$ cat src/rtl/led_pattern_ctrl.sv
// Button-driven LED bar controller: debounces start/mode/speed buttons and
// sequences one of four 8-bit patterns at a selectable step rate.
module led_pattern_ctrl #(
  parameter int unsigned TICK_DIV     = 100000000,
  parameter int unsigned DEBOUNCE_CYC = 1000000
) (
  input  logic       clk,
  input  logic       rst_n,
  input  logic       btn_start,
  input  logic       btn_mode,
  input  logic       btn_speed,
  output logic [7:0] led,
  output logic [1:0] mode,
  output logic [1:0] speed,
  output logic       running
);

  localparam int unsigned N_BTN = 3;
  localparam int unsigned DB_W  = $clog2(DEBOUNCE_CYC + 1);
  localparam int unsigned CNT_W = 32;

  typedef enum logic [1:0] {IDLE, RUN, PAUSE} state_t;

  logic [N_BTN-1:0] btn_raw_c;
  logic [N_BTN-1:0] sync1, sync2, level, level_q, pulse;
  logic [DB_W-1:0]  db_cnt [N_BTN];

  state_t           state;
  logic [CNT_W-1:0] cnt;
  logic             dir_left;

  logic             p_start_c, p_mode_c, p_speed_c;
  logic [1:0]       mode_next_c, speed_next_c;
  logic [CNT_W-1:0] period_c;
  logic             tick_c;
  logic [8:0]       step_c;

  assign btn_raw_c = {btn_speed, btn_mode, btn_start};

  // Synchronize, debounce and edge-detect all three buttons in parallel.
  always_ff @(posedge clk or negedge rst_n) begin
    if (!rst_n) begin
      sync1   <= '0;
      sync2   <= '0;
      level   <= '0;
      level_q <= '0;
      pulse   <= '0;
      for (int i = 0; i < int'(N_BTN); i++) db_cnt[i] <= '0;
    end else begin
      sync1   <= btn_raw_c;
      sync2   <= sync1;
      level_q <= level;
      pulse   <= level & ~level_q;
      for (int i = 0; i < int'(N_BTN); i++) begin
        if (sync2[i] != level[i]) begin
          if (db_cnt[i] == DB_W'(DEBOUNCE_CYC)) begin
            level[i]  <= sync2[i];
            db_cnt[i] <= '0;
          end else begin
            db_cnt[i] <= db_cnt[i] + DB_W'(1);
          end
        end else begin
          db_cnt[i] <= '0;
        end
      end
    end
  end

  assign p_start_c = pulse[0];
  assign p_mode_c  = pulse[1];
  assign p_speed_c = pulse[2];

  function automatic logic [7:0] seed_of(input logic [1:0] m);
    case (m)
      2'd0:    return 8'h01;
      2'd1:    return 8'h80;
      2'd2:    return 8'h01;
      default: return 8'h0F;
    endcase
  endfunction

  // Next {dir_left, led} for one pattern step in the current mode.
  function automatic logic [8:0] step_of(input logic [1:0] m, input logic [7:0] l,
                                         input logic d);
    logic [8:0] r;
    r = {d, l};
    case (m)
      2'd0: r = {d, l[6:0], l[7]};
      2'd1: r = {d, l[0], l[7:1]};
      2'd2: begin
        if (d && l == 8'h80)       r = {1'b0, l >> 1};
        else if (!d && l == 8'h01) r = {1'b1, l << 1};
        else if (d)                r = {1'b1, l << 1};
        else                       r = {1'b0, l >> 1};
      end
      default: r = {d, ~l};
    endcase
    return r;
  endfunction

  always_comb begin
    mode_next_c  = mode + 2'(p_mode_c);
    speed_next_c = speed + 2'(p_speed_c);
    period_c     = CNT_W'(TICK_DIV) >> speed;
    tick_c       = (state == RUN) && (cnt == period_c - CNT_W'(1));
    step_c       = step_of(mode, led, dir_left);
  end

  // Run/pause sequencer; mode reload beats speed clear beats step tick.
  always_ff @(posedge clk or negedge rst_n) begin
    if (!rst_n) begin
      state    <= IDLE;
      cnt      <= '0;
      dir_left <= 1'b1;
      led      <= 8'h00;
      mode     <= 2'd0;
      speed    <= 2'd0;
      running  <= 1'b0;
    end else begin
      mode  <= mode_next_c;
      speed <= speed_next_c;
      case (state)
        IDLE: begin
          led      <= 8'h00;
          cnt      <= '0;
          dir_left <= 1'b1;
          if (p_start_c) begin
            state   <= RUN;
            running <= 1'b1;
            led     <= seed_of(mode_next_c);
          end
        end
        RUN, PAUSE: begin
          if (p_mode_c) begin
            led      <= seed_of(mode_next_c);
            dir_left <= 1'b1;
            cnt      <= '0;
          end else if (p_speed_c) begin
            cnt <= '0;
          end else if (state == RUN) begin
            if (tick_c) begin
              {dir_left, led} <= step_c;
              cnt             <= '0;
            end else begin
              cnt <= cnt + CNT_W'(1);
            end
          end
          if (p_start_c) begin
            state   <= (state == RUN) ? PAUSE : RUN;
            running <= (state != RUN);
          end
        end
        default: begin
          state   <= IDLE;
          running <= 1'b0;
        end
      endcase
    end
  end

endmodule
$ cat config.mk
export PLATFORM = sky130hd
export DESIGN_NAME = led_pattern_ctrl
export DESIGN_NICKNAME = d
export VERILOG_FILES = /design/src/rtl/led_pattern_ctrl.sv
export SDC_FILE = /design/constraint.sdc
export NUM_CORES = 1
export LEC_CHECK = 0
export BUFFER_PORTS_ARGS = -buffer_cell sky130_fd_sc_hd__buf_2
export CORE_MARGIN = 2
export CORE_UTILIZATION = 42
export CTS_CLUSTER_SIZE = 20
export DETAILED_ROUTE_END_ITERATION = 10
export PLACE_DENSITY = 0.65
export SLEW_MARGIN = 20
export SYNTH_ARGS = -nofsm -noshare
export SYNTH_HDL_FRONTEND = slang
export SYNTH_SLANG_ARGS = --single-unit
export TNS_END_PERCENT = 10
$ cat constraint.sdc
create_clock -name clk -period 3 [get_ports clk]
set_input_delay 0.6 -clock clk [delete_from_list [all_inputs] [get_ports clk]]
set_output_delay 0.6 -clock clk [all_outputs]
set_load 0.02 [all_outputs]
# --- Word-level counts from Yosys, hierarchy flattened ---
# Cells that the tools add are included.
# Widths: inputs -> output; s select.
word_totals:
  ff_bits: 123
  inputBits: 5
  output_inout_bits: 13
  word_cells: 104
op_classes:
  add_sub_neg: 7
  n_eq_ne: 25
  shift: 1
  mux: 34
  bitwise_logic: 3
  reduce_logical: 17
ops:
  columns: ["cell", "n"]
  rows:
  - ["$mux 32", 4]
  - ["$mux 20", 6]
  - ["$pmux 32 s2", 1]
  - ["$add 20x1->20 const B", 3]
  - ["$eq 20x20->1 const B", 3]
  - ["$mux 8", 5]
  - ["$add 32x1->32 const B", 1]
  - ["$eq 32x32->1", 1]
  - ["$pmux 8 s2", 2]
  - ["$shr 27x2->32 const A", 1]
  - ["$sub 32x1->32 const B", 1]
  - ["$mux 9", 3]
  - ["$pmux 9 s3", 1]
  - ["$ne 3x3->1 const B", 5]
  - ["$reduce_and 2->1", 5]
  - ["$eq 8x1->1 const B", 1]
  - ["$eq 8x8->1 const B", 1]
  - ["$not 8->8", 1]
  - ["$reduce_and 7->1", 1]
  - ["$eq 2x1->1 const B", 3]
  - ["$eq 2x2->1 const B", 3]
  - ["$logic_not 2->1", 3]
  - ["$mux 1", 6]
  - ["$mux 2", 3]
  - ["15 further kinds", 23]

# --- Longest topological paths before layout ---
depth:
  word_depth: 10
  mapped_depth: 11
  mapped_depth_nobuf: 9

# --- Least setup slack after synthesis ---
# OpenSTA, ideal clock, no wires.
synth_path:
  kind: "register to register"
  start: "register speed[1]"
  end: "register led[2]"
  setup_ns: 0.125
  arrival_ns: 2.309
  required_time_ns: 2.875
  slack_ns: 0.566
  path_stages_with_launch: 10
  n_path_buf: 1
  period_less_slack_ns: 2.434
  cell_sequence: "dfrtp_1 -> buf_2 -> nand2_1 -> ha_1 -> xor2_1 -> o211ai_1 -> a221oi_2 -> nand4_1 -> nand2_2 -> mux2_2"
synth_between:
  elab_chain_len: 6
synth_lines:
  columns: ["item", "line_no", "rtl"]
  rows:
  - ["start, declared", "14", "output logic [1:0] speed,"]
  - ["start signal, assigned", "121", "speed <= speed_next_c;"]
  - ["$shr 27x2->32", "104", "period_c = CNT_W'(TICK_DIV) >> speed;"]
  - ["$sub 32x1->32", "105", "tick_c = (state == RUN) && (cnt == period_c - CNT_W'(1));"]
  - ["$eq 32x32->1", "105", null]
  - ["$logic_and 1x1->1", "105", null]
  - ["$ne 3x3->1 (no line)", null, null]
  - ["$reduce_and 4->1 (no line)", null, null]
  - ["end signal, assigned", "130", "led <= seed_of(mode_next_c);"]
  - ["end signal, assigned", "135", "led <= seed_of(mode_next_c);"]
  - ["end signal, assigned", "142", "{dir_left, led} <= step_c;"]
  - ["end, declared", "12", "output logic [7:0] led,"]
# Every way passes these cells.
# A chain may end at the register's enable or synchronous reset.

# --- Worst setup path after layout ---
layout_path:
  start: "register speed[1]"
  end: "register led[3]"
# Same word-level chain as after synthesis.

==> impl_summary.txt <==
----------------------------------------------------
[Logic synthesis]
  Leading cell type by number of instances after synthesis ... dfrtp_1
  EDFF count, synth ... 0
  Main combinational cell family by area after synthesis ... simple AND/OR/NAND/NOR gates
  Top_reg_cell synth ... dfrtp_1
  Share of synthesized registers carrying an async set or reset ... 100.0%
  Post-synthesis cell count ... 687
  Post-synthesis instance area ... 0.006566 mm²
  Area fraction in compound gates after synthesis ... 7.870%
  Leading area contributor after synthesis ... dfrtp_1
  Mux cell area share after synthesis ... 2.973%
  Post-synthesis adder-cell area fraction ... 2.668%
  Leading cell types by total area after synthesis ... dfrtp_1 46%, xor2_1 6.7%, nor2_1 6.4%
  Count of yosys warnings during synthesis ... 0
  Mapped Nets ... 706
  Simple-gate portion of the synthesized area ... 25.82%
  Mean cell area of the mapped netlist ... 9.558 µm²
  Proportion of synthesized chip area in sequential cells ... 46.51%
  Post-synth cell types ... 68
  Ranking of synthesized cells by instance count ... 121 x dfrtp_1, 112 x nor2_1, 55 x nand2_1, 50 x xor2_1, 47 x nand3_1
  Parity-gate share of the synthesized area counting xor and xnor cells ... 10.54%
  Share of Yosys cell area claimed by the top area cell type ... 46.11%
  Number of flip-flops and latches in the synthesized netlist ... 122

[Routing]
  Via density per instance ... 5.333
  WL/cell ... 14.38 µm
  First drt pass iteration count ... 4
  Via count ... 4976
  Detailed Route Iter0 Violations ... 273
  Post-route DRC ... 0
  Routed wire length ... 13420 µm
  Antenna viol nets, final ... 0

[Floorplanning]
  Chip height ... 129.0 µm
  Area of the die ... 0.01665 mm²
  Starting utilization of the core area ... 43.03%
  Placeable core area ... 0.01526 mm²
  # IOs ... 18
  Row Count ... 45
  Die X ... 129.0 µm

[CTS]
  TritonCTS buffer count ... 17
  Buffer type at the clock tree root ... clkbuf_16
  Max clock buf depth ... 2
  Number of clock sinks ... 122
  Htree depth ... 4
  Hold_buf cts ... 0
  Resized Gates After CTS ... 0
  Reg clk slew, reported paths ... 0.06 ns
  TritonCTS clock tree ... done
  Clock network latency to the later pin of the worst-skew pair ... 0.42 ns
  Post-CTS Setup Repair Bufs ... 0

[Worst setup path]
  Crit path max-delay cell type ... a2111oi_4
  Cell count of the worst reg-to-reg path ... 9
  WP data required ... 3.30 ns
  Class of the most critical setup path ... reg2reg
  Chain of cells forming the critical path ... buf_4, nand2_1, ha_1, nand2b_1, a31oi_1, a2111oi_4, nand4_1, nand2_2, mux2_2
  Critical path's largest stage delay ... 0.46 ns
  Element type at the critical path start ... flop
  CP Capture Type ... flop
  Maximum fanout along the worst path ... 14
  Arrival time reported for the critical path endpoint ... 2.75 ns

[Flow run]
  Max Cap Viol ... 0

[STA]
  Relative slew slack ... 51.53%
  Setup repair after global routing missed its margin ... false
  Count of final max-slew check failures ... 0
  Accumulated negative setup slack ... 0 ns
  Final number of hold-violating endpoints ... 0
  Fmax achieved ... 0.4080 GHz
  Maximum clock skew at final layout ... 0.009889 ns
  Clock period minus worst slack ... 2.451 ns
  Crit path setup slack, layout ... 0.5487 ns
  Final period utilization ... 81.71%
  Actual transition at the worst max-transition pin ... 0.7270 ns
  Final setup violation count ... 0

[Worst hold path]
  Path type of the worst min-delay path ... in2async

[Finish]
  Share of final-layout standard cells stronger than drive strength 1 ... 12.33%
  Antenna Diode Count ... 0
  Synth-to-layout area growth ... 13.76%
  Final net count ... 728
  Area occupied by multi-input gates ... 0.003274 mm²
  Fill cell instance count of the final layout ... 1423
  Area of all sequential standard cells ... 0.003054 mm²

[Pwr]
  Pwr dens ... 515.0 mW/mm²
  Worst vdd ir ... 0.0003740 V
  Overall power consumption ... 3.847 mW
  Cell leakage power ... 3.101 nW

[Global routing]
  GRT Resource Usage Total ... 17.53%
  Wire length of the first global-routing pass ... 23240 µm
  Largest net degree at the start of global routing ... 58
  Antenna violations before repair ... 0
  Number of global-route vias before repair ... 4924
  Overflow left after global routing ... 0

[Place]
  Half-perimeter wire length after placement ... 9241 µm
  IO buf count ... 17
  Post-placement setup slack ... 0.5522 ns
  Global placement routability congestion ... 0.8657

[Outcome]
  Run status ... complete, no violations

----------------------------------------------------
-- layout by cell type (no fill, tap or decap), types with 7 or more instances in the layout --
master	instances
nor4b_1	7
and3_1	15
buf_4	7
xor2_1	50
nand2_1	55
o21ai_0	14
nor2_1	112
ha_1	14
xnor2_1	29
dfrtp_1	121
nand4_1	23
buf_2	16
mux2_2	9
nor3_1	13
a31oi_1	10
a21oi_1	11
clkbuf_16	17
nor2b_1	11
and4_1	7
inv_1	29
nand3_1	47
-- layout make-up --
class                           instances  share of cell area [%]
Sequential cell                       122                   40.89
Timing Repair Buffer                   24                   2.044
Tap cell                              211                   3.534
Clock buffer                           19                   6.064
Clock inverter                         13                   2.127
Multi-Input combinational cell        514                   43.84
Inverter                               30                   1.508
-- worst max-delay path: cells and delay by family (launching register included) --
kind            cells  cell delay (ns)
compound gates      2             0.59
simple gates        4             0.59
flops               1             0.40
mux                 1             0.37
buf+inv             1             0.20
fa+ha+maj           1             0.18
-- per-stage QoR --
| step | std cells | hold slack [ns] | instance area, µm² | util [%] |
|---|---|---|---|---|
| 2_1_floorplan | 687 | 0.3044 | 6566 | - |
| 5_1_grt | 933 | 0.2092 | 7470 | 48.95 |
| 3_5_place_dp | 901 | 0.3347 | 6858 | 44.94 |
| 3_3_place_gp | 901 | 0.3339 | 6858 | 44.94 |
| 6_report | 933 | 0.1704 | 7470 | 48.95 |
| 4_1_cts | 933 | 0.1919 | 7470 | 48.95 |
-- metal layers --
metal | vias up | track usage (%) | routed length [µm]
li1 | 2442 | - | -
met1 | 2449 | 23.11 | 6349
met2 | 72 | 27.89 | 6426
met3 | 13 | 4.624 | 479
met4 | 0 | 6.714 | 165
met5 | - | 0 | 0
-- power by group --
group          switching [mW]  internal, mW
clock network           0.802          1.29
registers              0.0147          1.66
logic                  0.0581        0.0218
-- registers in the layout, summed over array words and instances (netlist names), 2 cells and up --
name / count
cnt: 32
db_cnt: 60
led: 8
level: 3
level_q: 3
mode: 2
pulse: 3
speed: 2
state: 2
sync1: 3
sync2: 3
-- final timing paths --
path                           from  endpoint  slack, ns
setup / recovery           speed[1]    led[3]       0.55
hold / removal                rst_n   cnt[27]       0.17
setup reg to reg           speed[1]    led[3]       0.55
hold reg to reg            sync1[1]  sync2[1]       0.34
max in group asynchronous     rst_n  dir_left       2.04
min in group clk           btn_mode  sync1[1]       0.29
-- cells by family after synthesis --
family / count (synthesis)
simple gates: 331
flops: 122
xor+xnor: 79
compound gates: 72
buf+inv: 51
mux: 18
fa+ha+maj: 14
Power figures use the tool's default switching activity.
